<file path="config.mk">
export PLATFORM = sky130hd
export DESIGN_NAME = display_out_ctrl
export DESIGN_NICKNAME = d
export VERILOG_FILES = /design/src/rtl/display_out_ctrl.sv
export SDC_FILE = /design/constraint.sdc
export NUM_CORES = 1
export LEC_CHECK = 0
export ABC_CLOCK_PERIOD_IN_PS = 3900
export CORE_ASPECT_RATIO = 0.5
export CORE_MARGIN = 5
export CORE_UTILIZATION = 45
export CTS_CLUSTER_DIAMETER = 50
export DETAILED_ROUTE_END_ITERATION = 12
export GPL_TIMING_DRIVEN = 1
export PLACE_DENSITY = 0.73
export SLEW_MARGIN = 20
export SYNTH_ARGS = -nofsm -noshare
export SYNTH_HDL_FRONTEND = slang
export SYNTH_SLANG_ARGS = --single-unit
</file>
<file path="constraint.sdc">
create_clock -name clock -period 3.9 [get_ports clock]
set_input_delay 0.78 -clock clock [delete_from_list [all_inputs] [get_ports clock]]
set_output_delay 0.78 -clock clock [all_outputs]
set_load 0.005 [all_outputs]
</file>
<file path="src/rtl/display_out_ctrl.sv">
// Sequential binary-to-BCD controller for the decimal display path (shift-add-3, one bit per cycle).
// Optional leading-zero blanking is enabled by defining OUT_ZERO_BLANK_EN.
module display_out_ctrl #(
    parameter int WIDTH = 8
) (
    input  logic             clock,
    input  logic             reset_n,
    input  logic             wr_valid,
    input  logic [WIDTH-1:0] wr_data,
    output logic             wr_ready,
    output logic             busy,
    output logic             done,
    output logic [3:0]       centena,
    output logic [3:0]       dezena,
    output logic [3:0]       unidade,
    output logic             negative,
    output logic [2:0]       blank
);

    typedef enum logic {IDLE, CONV} state_t;

    state_t           state_q, state_d;
    logic [WIDTH-1:0] mag_q, mag_d;
    logic [11:0]      scratch_q, scratch_d;
    logic [3:0]       cnt_q, cnt_d;
    logic             sign_q, sign_d;
    logic [3:0]       cen_q, cen_d, dez_q, dez_d, uni_q, uni_d;
    logic             neg_q, neg_d;
    logic             done_q, done_d;
    logic [11:0]      adj;
    logic [11:0]      shifted;

    // Add-3 correction on every BCD nibble before the shift.
    for (genvar gi = 0; gi < 3; gi++) begin : g_adj
        assign adj[gi*4 +: 4] = (scratch_q[gi*4 +: 4] >= 4'd5) ? scratch_q[gi*4 +: 4] + 4'd3
                                                                : scratch_q[gi*4 +: 4];
    end

    assign shifted = (adj << 1) | {11'd0, mag_q[WIDTH-1]};

    always_comb begin
        state_d   = state_q;
        mag_d     = mag_q;
        scratch_d = scratch_q;
        cnt_d     = cnt_q;
        sign_d    = sign_q;
        cen_d     = cen_q;
        dez_d     = dez_q;
        uni_d     = uni_q;
        neg_d     = neg_q;
        done_d    = 1'b0;
        case (state_q)
            IDLE: begin
                if (wr_valid) begin
                    sign_d    = wr_data[WIDTH-1];
                    mag_d     = wr_data[WIDTH-1] ? (~wr_data + {{(WIDTH-1){1'b0}}, 1'b1}) : wr_data;
                    scratch_d = 12'd0;
                    cnt_d     = 4'(WIDTH);
                    state_d   = CONV;
                end
            end
            CONV: begin
                scratch_d = shifted;
                mag_d     = mag_q << 1;
                cnt_d     = cnt_q - 4'd1;
                if (cnt_q == 4'd1) begin
                    cen_d   = shifted[11:8];
                    dez_d   = shifted[7:4];
                    uni_d   = shifted[3:0];
                    neg_d   = sign_q;
                    done_d  = 1'b1;
                    state_d = IDLE;
                end
            end
            default: state_d = IDLE;
        endcase
    end

    always_ff @(posedge clock or negedge reset_n) begin
        if (!reset_n) begin
            state_q   <= IDLE;
            mag_q     <= '0;
            scratch_q <= 12'd0;
            cnt_q     <= 4'd0;
            sign_q    <= 1'b0;
            cen_q     <= 4'd0;
            dez_q     <= 4'd0;
            uni_q     <= 4'd0;
            neg_q     <= 1'b0;
            done_q    <= 1'b0;
        end else begin
            state_q   <= state_d;
            mag_q     <= mag_d;
            scratch_q <= scratch_d;
            cnt_q     <= cnt_d;
            sign_q    <= sign_d;
            cen_q     <= cen_d;
            dez_q     <= dez_d;
            uni_q     <= uni_d;
            neg_q     <= neg_d;
            done_q    <= done_d;
        end
    end

`ifdef OUT_ZERO_BLANK_EN
    logic [2:0] blank_q, blank_d;

    always_comb begin
        blank_d = blank_q;
        if (state_q == CONV && cnt_q == 4'd1) begin
            blank_d = {shifted[11:8] == 4'd0, shifted[11:4] == 8'd0, 1'b0};
        end
    end

    // Reset pattern shows a single "0" on the units digit.
    always_ff @(posedge clock or negedge reset_n) begin
        if (!reset_n) blank_q <= 3'b110;
        else          blank_q <= blank_d;
    end

    assign blank = blank_q;
`else
    assign blank = 3'b000;
`endif

    assign wr_ready = (state_q == IDLE);
    assign busy     = (state_q != IDLE);
    assign done     = done_q;
    assign centena  = cen_q;
    assign dezena   = dez_q;
    assign unidade  = uni_q;
    assign negative = neg_q;

endmodule

</file>
==> key figures <==
Clock tree
  – Hold_buf cts: 0
  – Clock latency at the later pin of the worst-skew pair: 280 ps
  – CTS Sinks: 40
  – Post-CTS setup buffer count: 0
  – CTS tree: built
  – CTS Buf Count: 5
  – H-tree Lvls: 2
  – Clock Tree Root: clkbuf_8
  – Clk slew on worst S/H paths: 70 ps
  – Post-CTS sizing: 0
  – Clock Tree Buf Depth: 2

Run
  – Number of max-cap violations: 0

GRT
  – Initial antenna violation count: 0
  – Gr ovfl total: 0
  – Vias in the first global route: 1437
  – Global-route wire length before repair: 6.658 mm
  – GRT met3 Usage: 4.116%
  – Met2 global-route usage: 24.28%
  – Grt met1 use: 16.42%
  – Largest net degree at the start of global routing: 41
  – Tot GR Track Use: 13.84%
  – Most Crowded Layer GR: met2

Floorplan
  – Core Footprint: 4403 sq um
  – Initial Utilization: 46.43%
  – Die X: 105.3 microns
  – Die height: 57.66 microns
  – Rows: 17
  – IO Pins: 30
  – Die area: 6073 sq um

Logic synthesis
  – Area leader, netlist: dfrtp_1
  – Netlist cell types: 31
  – Yosys reg bits: 40
  – Netlist Area Pre-Place: 2044 sq um
  – Share of the synthesized area in the top cell type: 48.96%
  – Post-synth EDFFs: 0
  – Ys async rst share: 100.0%
  – Main flop type after synthesis: dfrtp_1
  – Avg Cell Area, Syn: 9.736 sq um
  – Top post-synthesis cells by area: dfrtp_1 (49%), nand2_1 (5.7%), ha_1 (5.5%)
  – Post-synthesis cell count: 210
  – Synth warn: 0
  – Post-synthesis sequential area ratio: 48.96%

STA
  – Final setup fails: 0
  – Crit path time final: 2494 ps
  – Final Hold Fails: 0
  – Crit share post-route: 63.95%
  – FMAX: 0.4010 GHz
  – Worst-Margin Slew: 866.8 ps
  – Setup TNS: 0 ps
  – Clock skew: 5.949 ps
  – Relative slew slack: 42.21%
  – Max Slew Vio Count: 0
  – RSZ-0062 raised after global routing: false
  – Fin worst setup slack: 1406 ps

Placement
  – DP Area: 2305 sq um
  – Placed insts: 283
  – DP Worst Slack: 1167 ps
  – DP Wirelength: 2.758 mm
  – Number of port buffers: 26
  – GP Congestion: 0.7538

Worst setup path
  – R2R Path Start: busy
  – CP max stage cell: dfrtp_1
  – Crit-path leading delay family: flip-flops
  – Max stage delay on crit path: 770 ps
  – Critical path type: reg -> out
  – Worst setup path start: busy
  – Startpoint types: flip-flop
  – Worst path bufs/invs: 1
  – Critical Path Sink Type: output pin
  – CP Data Required Time: 3120 ps
  – Crit-path max FO: 23
  – Worst-path cell chain: clkdlybuf4s50_1
  – Critical path data arrival time: 1710 ps

Drt
  – Initial DRC count: 60
  – Wire per inst: 13.41 microns
  – Drt first pass iters: 4
  – DR vias: 1522
  – Routed Wire Length: 3.890 mm
  – Final antenna-violating net count: 0
  – # DRC: 0
  – DR vias/cell: 5.248

Cells and area
  – Nets: 253
  – Final Non-Filler Cells: 290
  – Share of layout cells above drive strength 1: 6.867%
  – Ant. Diodes: 0
  – Layout fillers: 419
  – Post-route cell area: 2382 sq um
  – Area Growth Syn to Fin: 16.52%

Worst hold path
  – Hold Path Class: reg -> reg
  – Hold_sp: sign_q

Outcome
  – Status: finished clean

Pwr
  – Pwr/cell area: 758.9 nW/um^2
  – Pwr Total: 1.808 mW
  – VDD IR max: 0.2423 mV
  – P_leak: 1.094 nW
## sequential cells by signal, indices dropped and copies added (netlist names)
register	cells
done	1
sign_q	1
cnt_q	4
mag_q	8
unidade	4
busy	1
centena	4
scratch_q	12
dezena	4
negative	1
## cell usage in the layout (no fill, tap or decap), types with 2 or more instances in the layout
cell	instances
dfrtp_1	40
mux2i_1	6
nand2b_1	4
o22ai_1	9
xnor2_1	6
nor2_1	7
nand2_1	31
inv_1	14
o21ai_0	19
nand3_1	4
o31ai_1	2
mux2_2	4
and3_1	5
clkdlybuf4s50_1	25
xor2_1	3
clkbuf_8	5
nor3_1	4
buf_4	2
conb_1	3
a21o_1	2
nor3b_1	5
ha_1	9
a21oi_1	14
## cell type report
type / count / area (sq um) / share of cell area [%]
Clock buffer: 6 / 72.57 / 3.046
Clock inverter: 1 / 5.005 / 0.2101
Inverter: 14 / 52.55 / 2.206
Multi-Input combinational cell: 144 / 909.6 / 38.18
Sequential cell: 40 / 1001 / 42.02
Tap cell: 57 / 71.32 / 2.994
Timing Repair Buffer: 28 / 270.3 / 11.34
## cells by family (layout without fill, tap and decap cells)
family                     after synthesis  count (layout)  share of synthesized area, %
DFF                                     40              40                         48.96
adders and majority gates                9               9                         5.508
muxes                                   10              10                         5.141
buffers and inverters                   28              49                         6.915
xor gates and xnor gates                 9               9                         3.856
other                                    1               3                        0.1834
and+or+nand+nor                         63              63                         14.75
AOI/OAI and AO/OA                       50              50                         14.69
## where the power goes
group | leakage, nW | switching [mW] | internal [mW] | total [mW]
combinational | 0.547 | 0.386 | 0.420 | 0.806
clock | 0.0410 | 0.132 | 0.122 | 0.253
sequential | 0.507 | 0.152 | 0.597 | 0.749
total | 1.09 | 0.670 | 1.14 | 1.81
## synthesized netlist by cell type, drive strengths merged (2+ instances only)
cell	number
mux2i	6
mux2	4
a21o	2
a21oi	14
buf	5
inv	14
dfrtp	40
nand2	31
ha	9
clkbuf	9
o22ai	9
and3	5
nor3	4
xnor2	6
o31ai	3
xor2	3
nand2b	4
o21ai	19
nor3b	5
nor2	7
nand3	4
## worst paths after layout
check	cells past startpoint	end	slack, ps
min	2	negative	470
max	1	busy	1410
min in group asynchronous	1	mag_q[0]	610
min reg2reg	2	negative	470
max reg2reg	4	sign_q	2120
max in group asynchronous	1	scratch_q[2]	2750
## metrics by stage
| step | utilization, % | hold WS (ps) |
|---|---|---|
| floorplan | - | 433.1 |
| global placement | 52.34 | 451.2 |
| detailed placement | 52.34 | 459.4 |
| CTS | 54.11 | 477.2 |
| global route | 54.11 | 513.1 |
| finish | 54.11 | 469.7 |
## layer usage
| layer | share of wire [%] | wire length (microns) |
|---|---|---|
| met5 | 0 | 0 |
| met2 | 48 | 1863 |
| met3 | 6.5 | 253 |
| met1 | 44 | 1720 |
| met4 | 1.4 | 53 |
Note: power is estimated with default switching activity, not from simulation.
